**config.mk**
```make
export PLATFORM = sky130hd
export DESIGN_NAME = hilo_muldiv
export DESIGN_NICKNAME = d
export VERILOG_FILES = /design/src/rtl/hilo_muldiv_pkg.sv /design/src/rtl/div_iter.sv /design/src/rtl/hilo_muldiv.sv
export SDC_FILE = /design/constraint.sdc
export NUM_CORES = 1
export LEC_CHECK = 0
export ABC_AREA = 1
export CORE_MARGIN = 1.5
export CORE_UTILIZATION = 35
export DETAILED_ROUTE_END_ITERATION = 7
export SLEW_MARGIN = 10
export SYNTH_ARGS = -nofsm -noshare
export SYNTH_HDL_FRONTEND = slang
export SYNTH_SLANG_ARGS = --single-unit
```
**constraint.sdc**
```tcl
create_clock -name clk -period 6.9 [get_ports clk]
set_input_delay 0.69 -clock clk [delete_from_list [all_inputs] [get_ports clk]]
set_output_delay 0.69 -clock clk [all_outputs]
set_load 0.01 [all_outputs]
```
**src/rtl/hilo_muldiv_pkg.sv**
```systemverilog
// Shared types and constants for the HI/LO multiply/divide unit.
package hilo_muldiv_pkg;

    typedef enum logic [1:0] {
        StIdle = 2'd0,
        StBusy = 2'd1,
        StDone = 2'd2
    } state_e;

    typedef enum logic [1:0] {
        OpMult  = 2'd0,
        OpMultu = 2'd1,
        OpDiv   = 2'd2,
        OpDivu  = 2'd3
    } op_e;

    localparam int unsigned IterCount = 32;
    localparam logic [4:0]  LastIter  = 5'(IterCount - 1);

    // Magnitude of v when treated as signed, otherwise v unchanged.
    function automatic logic [31:0] abs_if(input logic [31:0] v, input logic sgn);
        return (sgn && v[31]) ? -v : v;
    endfunction

endpackage

```
**src/rtl/div_iter.sv**
```systemverilog
// One restoring-divide step: shift the next dividend bit into the partial remainder and subtract.
module div_iter (
    input  logic [31:0] rem,
    input  logic [31:0] quo,
    input  logic [31:0] divisor,
    output logic [31:0] rem_next,
    output logic [31:0] quo_next
);

    logic [32:0] shifted;
    logic [32:0] diff;
    logic        borrow;

    always_comb begin
        shifted  = {rem, quo[31]};
        diff     = shifted - {1'b0, divisor};
        // Partial remainder stays below the divisor, so bit 32 is a clean borrow flag.
        borrow   = diff[32];
        rem_next = borrow ? shifted[31:0] : diff[31:0];
        quo_next = {quo[30:0], ~borrow};
    end

endmodule

```
**src/rtl/hilo_muldiv.sv**
```systemverilog
// HI/LO owner with a 32-step iterative multiply/divide engine that stalls EX until commit.
// Build option MULDIV_FAST_MULT_EN: mult/multu complete with a single-cycle multiplier.
module hilo_muldiv
    import hilo_muldiv_pkg::*;
(
    input  logic        clk,
    input  logic        reset,
    input  logic        issue,
    input  logic        flush,
    input  logic        is_mult,
    input  logic        is_multu,
    input  logic        is_div,
    input  logic        is_divu,
    input  logic        hi_wen,
    input  logic        lo_wen,
    input  logic [31:0] rs_data,
    input  logic [31:0] rt_data,
    output logic        stall,
    output logic        busy,
    output logic [31:0] hi,
    output logic [31:0] lo
);

    state_e      state_q;
    op_e         op_q;
    op_e         req_op;
    logic [4:0]  count_q;
    logic        neg_q;
    logic        rneg_q;
    logic        dz_q;
    logic [31:0] opnd_q;
    logic [63:0] acc_q;
    logic        busy_q;
    logic [31:0] hi_q;
    logic [31:0] lo_q;

    logic        req;
    logic        req_signed;
    logic        req_is_mul;
    logic        fast_go;
    logic [31:0] fast_hi;
    logic [31:0] fast_lo;
    logic [32:0] add_sum;
    logic [31:0] div_rem;
    logic [31:0] div_quo;
    logic [63:0] acc_step;
    logic [63:0] prod;
    logic [31:0] res_hi;
    logic [31:0] res_lo;

    assign req   = issue & ~flush & (is_mult | is_multu | is_div | is_divu);
    assign stall = req & (state_q != StDone);
    assign busy  = busy_q;
    assign hi    = hi_q;
    assign lo    = lo_q;

    always_comb begin
        req_op = OpDivu;
        if (is_mult)       req_op = OpMult;
        else if (is_multu) req_op = OpMultu;
        else if (is_div)   req_op = OpDiv;
        req_signed = is_mult | is_div;
        req_is_mul = is_mult | is_multu;
    end

`ifdef MULDIV_FAST_MULT_EN
    logic signed [32:0] fast_a;
    logic signed [32:0] fast_b;
    logic signed [65:0] fast_prod;
    logic               unused_fast;

    always_comb begin
        fast_a    = {is_mult & rs_data[31], rs_data};
        fast_b    = {is_mult & rt_data[31], rt_data};
        fast_prod = fast_a * fast_b;
        fast_hi   = fast_prod[63:32];
        fast_lo   = fast_prod[31:0];
        fast_go   = req_is_mul;
    end
    assign unused_fast = ^fast_prod[65:64];
`else
    assign fast_go = 1'b0;
    assign fast_hi = '0;
    assign fast_lo = '0;
`endif

    div_iter u_div_iter (
        .rem      (acc_q[63:32]),
        .quo      (acc_q[31:0]),
        .divisor  (opnd_q),
        .rem_next (div_rem),
        .quo_next (div_quo)
    );

    always_comb begin
        // Shift-add step: conditionally add multiplicand to the upper half, shift right.
        add_sum  = {1'b0, acc_q[63:32]} + (acc_q[0] ? {1'b0, opnd_q} : 33'd0);
        acc_step = (op_q == OpDiv || op_q == OpDivu) ? {div_rem, div_quo}
                                                     : {add_sum, acc_q[31:1]};
        prod     = neg_q ? -acc_step : acc_step;
        if (op_q == OpMult || op_q == OpMultu) begin
            res_hi = prod[63:32];
            res_lo = prod[31:0];
        end else if (dz_q) begin
            res_hi = rs_data;
            res_lo = 32'hFFFF_FFFF;
        end else begin
            res_hi = rneg_q ? -acc_step[63:32] : acc_step[63:32];
            res_lo = neg_q  ? -acc_step[31:0]  : acc_step[31:0];
        end
    end

    always_ff @(posedge clk or posedge reset) begin
        if (reset) begin
            state_q <= StIdle;
            op_q    <= OpMult;
            count_q <= '0;
            neg_q   <= 1'b0;
            rneg_q  <= 1'b0;
            dz_q    <= 1'b0;
            opnd_q  <= '0;
            acc_q   <= '0;
            busy_q  <= 1'b0;
            hi_q    <= '0;
            lo_q    <= '0;
        end else begin
            unique case (state_q)
                StIdle: begin
                    if (req && fast_go) begin
                        hi_q    <= fast_hi;
                        lo_q    <= fast_lo;
                        state_q <= StDone;
                        busy_q  <= 1'b1;
                    end else if (req) begin
                        op_q    <= req_op;
                        count_q <= '0;
                        dz_q    <= ~req_is_mul & (rt_data == 32'd0);
                        neg_q   <= req_signed & (rs_data[31] ^ rt_data[31]);
                        rneg_q  <= req_signed & rs_data[31];
                        if (req_is_mul) begin
                            opnd_q <= abs_if(rs_data, req_signed);
                            acc_q  <= {32'd0, abs_if(rt_data, req_signed)};
                        end else begin
                            opnd_q <= abs_if(rt_data, req_signed);
                            acc_q  <= {32'd0, abs_if(rs_data, req_signed)};
                        end
                        state_q <= StBusy;
                        busy_q  <= 1'b1;
                    end else begin
                        if (issue && hi_wen) hi_q <= rs_data;
                        if (issue && lo_wen) lo_q <= rs_data;
                    end
                end
                StBusy: begin
                    if (flush) begin
                        state_q <= StIdle;
                        busy_q  <= 1'b0;
                    end else begin
                        acc_q   <= acc_step;
                        count_q <= count_q + 5'd1;
                        if (count_q == LastIter) begin
                            hi_q    <= res_hi;
                            lo_q    <= res_lo;
                            state_q <= StDone;
                        end
                    end
                end
                StDone: begin
                    state_q <= StIdle;
                    busy_q  <= 1'b0;
                end
                default: begin
                    state_q <= StIdle;
                    busy_q  <= 1'b0;
                end
            endcase
        end
    end

endmodule

```
== After elaboration in Yosys (flattened, before gate mapping) ==
Index checks and enable logic that the tools add are counted.

* Mux-type cells: 40
* Add/subtract/negate cells: 8
* $lt $le $gt $ge: 0
* Reduce and logical (&&, ||, !) cells: 16
* Eq/ne operators: 14
* Shift operators: 0
* $mul: 0
* Bitwise gates (word level): 14
* Div/mod/pow operators: 0

{| class="wikitable"
|+ Operator list
! kind !! count
|-
| two-way mux 32 bit || 20
|-
| two-way mux 64 bit || 4
|-
| negator 32 bit || 4
|-
| case mux 32 bit (2 select lines) || 2
|-
| case mux 64 bit (2 select lines) || 1
|-
| negator 64 bit || 1
|-
| adder 32 x 32 -> 33 bit || 1
|-
| subtractor 33 x 32 -> 33 bit || 1
|-
| zero test 32 bit || 1
|-
| inequality test 2 bit (second input constant) || 8
|-
| two-way mux 2 bit || 5
|-
| two-way mux 5 bit || 2
|-
| case mux 5 bit (2 select lines) || 1
|-
| AND reduction 5 bit || 2
|-
| AND 1 bit || 6
|-
| AND reduction 2 bit || 3
|-
| adder 5 x 1 -> 5 bit (second input constant) || 1
|-
| == test 5 bit (second input constant) || 1
|-
| == test 2 x 1 -> 1 bit (second input constant) || 2
|-
| == test 2 bit (second input constant) || 2
|-
| logical AND 1 bit || 4
|-
| zero test 2 bit || 2
|-
| OR 1 bit || 4
|-
| case mux 2 bit (2 select lines) || 1
|-
| 8 further kinds || 13
|}

* Bits in registers: 173
* Bits of input ports: 74
* Latch bits: 0
* Memories kept: 0
* Bits in writable memories: 0
* Logic and storage cells: 103
* Memory bits (read-only): 0
* Output and inout port bits: 66

== Depth between registers and ports, before layout ==
* Depth after elaboration: 10
* Mapped depth: 36
* Mapped depth without buffers: 35

== Cells and area by module ==
Synthesis repeated with hierarchy kept, for this count alone.

* Cell total of the unflattened synthesis: 3475
* Area total of the unflattened synthesis: 19767.7 µm²

{| class="wikitable"
|+ By module, submodules not included
! module !! area each (µm²) !! instances !! cells an instance
|-
| hilo_muldiv || 16384.5 || 1 || 2764
|-
| div_iter || 3383.2 || 1 || 711
|}

== Worst setup path before layout ==
Ideal clock, no wire load.

* Path type: register -> register
* From: register acc_q[31]
* To: register hi_q[22], in the netlist hi[22]
* Path slack: 2872 ps
* Cell stages (with the launch flop): 32
* Arrival time: 3951 ps
* Cells stage by stage: dfrtp_1 inv_1 ha_1 inv_1 fa_1 nand2_1 nand2_1 nand3b_1 nand2_2 nand2_1 nand2_2 nand2_4 nand3_2 nand3_2 buf_4 o21ai_2 inv_1 ha_1 nand3_1 nor2_1 nand2_1 nor3_1 nand4_1 nor4_1 nand3_1 nor3_2 nand3_1 nand3_1 nand3_1 nand2_1 nand2_1 a21oi_1

* Word-level cells in the longest chain between the ends: 10
* Elaborated cells between the ends (all ways): 13
* Those cells by class: 3 x add/sub; 9 x mux; 1 x bitwise

{| class="wikitable"
|+ Ends and longest elaborated chain
! what !! line !! RTL
|-
| start, declared || hilo_muldiv.sv:32 || <nowiki>logic [63:0] acc_q;</nowiki>
|-
| start signal, assigned || hilo_muldiv.sv:142 || <nowiki>acc_q <= {32'd0, abs_if(rt_data, req_signed)};</nowiki>
|-
| start signal, assigned || hilo_muldiv.sv:145 || <nowiki>acc_q <= {32'd0, abs_if(rs_data, req_signed)};</nowiki>
|-
| start signal, assigned || hilo_muldiv.sv:159 || <nowiki>acc_q <= acc_step;</nowiki>
|-
| subtractor 33 x 32 -> 33 bit || div_iter.sv:16 || <nowiki>diff = shifted - {1'b0, divisor};</nowiki>
|-
| two-way mux 32 bit || div_iter.sv:19 || <nowiki>rem_next = borrow ? shifted[31:0] : diff[31:0];</nowiki>
|-
| two-way mux 64 bit (*) || hilo_muldiv.sv:98 || <nowiki>acc_step = (op_q == OpDiv || op_q == OpDivu) ? {div_rem, div_quo}</nowiki>
|-
| negator 32 bit || hilo_muldiv.sv:108 || <nowiki>res_hi = rneg_q ? -acc_step[63:32] : acc_step[63:32];</nowiki>
|-
| two-way mux 32 bit || hilo_muldiv.sv:108 ||
|-
| two-way mux 32 bit || hilo_muldiv.sv:104 || <nowiki>end else if (dz_q) begin</nowiki>
|-
| two-way mux 32 bit (*) || hilo_muldiv.sv:101 || <nowiki>if (op_q == OpMult || op_q == OpMultu) begin</nowiki>
|-
| two-way mux 32 bit (*) || hilo_muldiv.sv:161 || <nowiki>if (count_q == LastIter) begin</nowiki>
|-
| two-way mux 32 bit (*) || hilo_muldiv.sv:155 || <nowiki>if (flush) begin</nowiki>
|-
| case mux 32 bit (2 select lines) (*) || hilo_muldiv.sv:127 || <nowiki>unique case (state_q)</nowiki>
|-
| end signal, assigned || hilo_muldiv.sv:130 || <nowiki>hi_q <= fast_hi;</nowiki>
|-
| end signal, assigned || hilo_muldiv.sv:150 || <nowiki>if (issue && hi_wen) hi_q <= rs_data;</nowiki>
|-
| end signal, assigned || hilo_muldiv.sv:162 || <nowiki>hi_q <= res_hi;</nowiki>
|-
| end, declared || hilo_muldiv.sv:34 || <nowiki>logic [31:0] hi_q;</nowiki>
|}

Mark *: on every way between the ends. The rest lies on a longest branch, timed or not. The select of a mux whose other input is x is not followed.
A chain may end at the register's enable or synchronous reset.

== Worst setup path after layout ==
* From: register acc_q[31]
* To: register hi_q[8], in the netlist hi[8]

The elaborated chain is that of the path after synthesis.

==> results by stage <==
Route:
- The post-detailed-route count of antenna-violating nets is 0.
- The total number of vias is 22500.
- After detailed routing, the average wire length per cell comes to 21.8 um.
- The number of design-rule violations left by the first detailed-router iteration is 2746.
- The total detailed-routing wirelength is 88.8 mm.
- The detailed-route vias per instance is 5.53.
- The first detailed-routing pass took 6 iterations.
- The remaining routing DRC violations is 0.

Pwr:
- The static leakage is 10.9 nW.
- The internal portion of the total power is 4.17 mW.
- The combinational power share is 75.0%.
- The power per standard cell area is 494 mW/mm^2.
- The switching portion of total power is 60.7%.
- The power spent charging and discharging nets is 6.45 mW.
- Per report_power, the sequential group accounts for 15.9% of the total.
- Of the total power, the clock network draws 9.1%.
- The worst-case IR drop observed on VDD is 0.000275 V.

GRT:
- The global router's overall resource usage is 31.5%.
- After global routing the overflow that remains totals 0.
- The first global-routing pass estimated 131 mm of wire.
- The pin count of the biggest net entering global routing is 82.
- The via count of the first global-routing pass is 20800.
- The initial antenna violation count is 1.

Floorplanning:
- The die is 236 um tall.
- For this configuration, the core starts out at a cell density of 35.4%.
- The area enclosed by the die boundary is 0.0557 sq mm.
- The number of top-level design ports is 140.
- The number of rows created at floorplan is 85.
- The die boundary width is 236 um.
- The total area inside the core boundary comes to 0.0537 sq mm.

Placement:
- Buffers placed on the I/O ports in this run total 139.
- At the placement stage, the worst setup path has a slack of 1910 ps.
- After detailed placement, the design holds a cell count of 4034.
- The placed wire-length estimate after detailed placement is 71.0 mm.
- The placement-stage cell area is 0.0210 sq mm.
- The final RePlAce weighted congestion is 1.05.

STA:
- The setup TNS after final layout is 0 ps.
- The maximum clock frequency is 192 MHz.
- The final count of pins violating max slew came to 0.
- Setup violations remaining at the end of the flow were counted as 0.
- The fraction of the cycle the final worst path needs is 75.3%.
- The final critical-path required period is 5200 ps.
- Setup repair after global routing left no endpoint under its margin.
- The final worst clock skew is 13.5 ps.
- At the pin with the least slew margin, the transition time is 1210 ps.
- The worst hold slack is 490 ps.
- Headroom to the max-slew limit came out at 19.3%.
- The final worst-path setup slack is 1700 ps.
- The number of failing hold endpoints at the final stage came to 0.

Yosys:
- After synthesis, the netlist uses 58 different library cells.
- The share of synthesized area occupied by flip-flops and latches is 22.6%.
- Of all flip-flops after synthesis, the portion carrying an async set or reset was 100%.
- The post-synthesis instance total is 3292.
- In the synthesized netlist the dominant register cell turns out to be dfrtp_1.
- The number of synthesized flops with an enable pin is 0.
- The number of warnings issued by yosys is 0.
- A synthesized cell averages 5.77 sq um.
- The area of the mapped netlist is 0.0190 sq mm.
- Counting every net in the synthesized netlist gives 3438.
- The synthesized design contains 172 register bits.

Clocking:
- After clock tree synthesis, the clock-pin slew on the worst setup and hold paths is 80 ps.
- The clock latency on the worst-skew pair is 480 ps.
- The number of sinks handled by clock tree synthesis is 172.
- The number of buffers inserted by hold repair at cts is 0.
- Once the clock tree was built, the resizer swapped 0 gates to a different size.
- Clock tree synthesis selected as its root buffer the cell clkbuf_16.
- The post-CTS setup buffer count is 0.
- The number of buffers created by CTS is 17.
- The H-tree depth is 4.
- In this run the deepest clock path goes through 2 buffers.
- TritonCTS built the clock tree.

Worst hold path:
- The worst hold path cell count is 2.
- The worst hold path class is flop to flop.

Setup path:
- The startpoint type of the worst setup path is a flop.
- The delay of the slowest critical-path stage is 440 ps.
- The worst register-to-register path has a setup slack of 1700 ps.
- The logic depth of the worst register-to-register path is 33.
- The worst setup path is captured at a flop.
- The largest individual stage delay along the critical path comes from the cell nand3_2.
- For the worst setup path, the data required time is 7230 ps.
- Counting stages on the worst path, the most repeated cell is nand2_1.
- The largest fanout on the critical path is 13.
- The data arrival time at the worst-slack endpoint is 5520 ps.
- The critical setup path kind is flop to flop.

Finish:
- The post-route netlist has 5.14% of its cells at a drive strength greater than 1.
- After the last flow step, the layout net total stands at 3503.
- The number of cells in the finished layout apart from fillers is 4066.
- The total non-filler cell area in the finished layout is 0.0215 sq mm.
- In the layout the commonest cells are nand2_1, inv_1, nor2_1.
- Leaving out fill and tap cells, the most frequent cell in the layout is nand2_1.
- The area growth from synthesis to final layout is 13.2%.

Job:
- The tool flagged a number of max-cap violations equal to 0.

Status:
- The flow ran to the end, and the final reports show no timing, DRC or antenna violations.
[through the flow]
stage	util, %	power, mW
after CTS	40.0	10.4
final	40.0	10.6
after floorplan	-	6.84
after detailed placement	39.0	9.45
after global routing	40.0	11.4
after global placement	39.0	9.47
[kinds of logic after synthesis]
group | share of synthesized area, %
and+or+nand+nor | 41.1
muxes | 0.0527
adders and majority gates | 4.82
xor gates and xnor gates | 3.46
AOI/OAI and AO/OA | 16.1
buffers and inverters | 11.9
DFF | 22.6
[routing by layer]
metal	vias up	global-route usage, %	share of wire [%]
met1	10400	41.4	41
met5	-	0	0
met4	0	17.2	5.7
met2	1219	48.6	43
li1	10700	-	-
met3	200	6.14	9.8
[cell type report]
class	count	area, sq um
repair buffers	164	1580
multi-input cells	2537	12500
well taps	696	871
clock inverters	13	109
fillers	5942	32200
inverters	465	1750
clock buffers	18	429
diodes	1	2.50
flip-flops and latches	172	4310
[worst max-delay path: cells and delay by family, from the launching register on]
kind | cells | cell delay, ps
simple gates | 23 | 2960
buf+inv | 4 | 510
compound gates | 3 | 410
fa+ha+maj | 3 | 750
flops | 1 | 380
[cell usage after synthesis (all sizes together) (5+ instances only)]
cell type	instances	share of area (%)
a2111oi	8	0.37
a211oi	5	0.20
a21oi	174	4.8
a22oi	10	0.39
a31oi	20	0.66
buf	38	1.1
clkbuf	80	1.6
dfrtp	172	23
ha	70	4.6
inv	462	9.1
nand2	1026	21
nand3	276	7.6
nand3b	5	0.20
nand4	33	1.1
nor2	456	9.5
nor3	41	1.1
o211ai	32	1.3
o21ai	229	6.1
o21bai	7	0.28
o221ai	7	0.32
o22ai	24	0.79
o31ai	5	0.20
or2	10	0.33
xnor2	11	0.51
xor2	64	2.9
[worst paths after layout]
kind	startpoint	endpoint
worst max-delay path	acc_q[31]	hi[8]
worst min-delay path	lo[6]	lo[6]
worst max register to register	acc_q[31]	hi[8]
worst min register to register	lo[6]	lo[6]
max in group asynchronous	reset	op_q[1]
min in group asynchronous	reset	count_q[0]
[power groups by stage]
| stage | clock, mW | sequential [mW] | combinational [mW] |
|---|---|---|---|
| 5_1_grt | 1.00 | 1.73 | 8.68 |
| 6_report | 0.963 | 1.69 | 7.97 |
| 2_1_floorplan | 0 | 1.63 | 5.22 |
| 3_3_place_gp | 0 | 1.69 | 7.78 |
| 4_1_cts | 0.967 | 1.68 | 7.79 |
| 3_5_place_dp | 0 | 1.70 | 7.75 |
[flip-flops by register name, indices dropped and copies added, names as in the netlist]
signal / cells
acc_q: 64
lo: 32
neg_q: 1
state_q: 2
busy: 1
dz_q: 1
rneg_q: 1
opnd_q: 32
count_q: 5
op_q: 1
hi: 32
No activity file was read; power rests on OpenSTA's default activity.
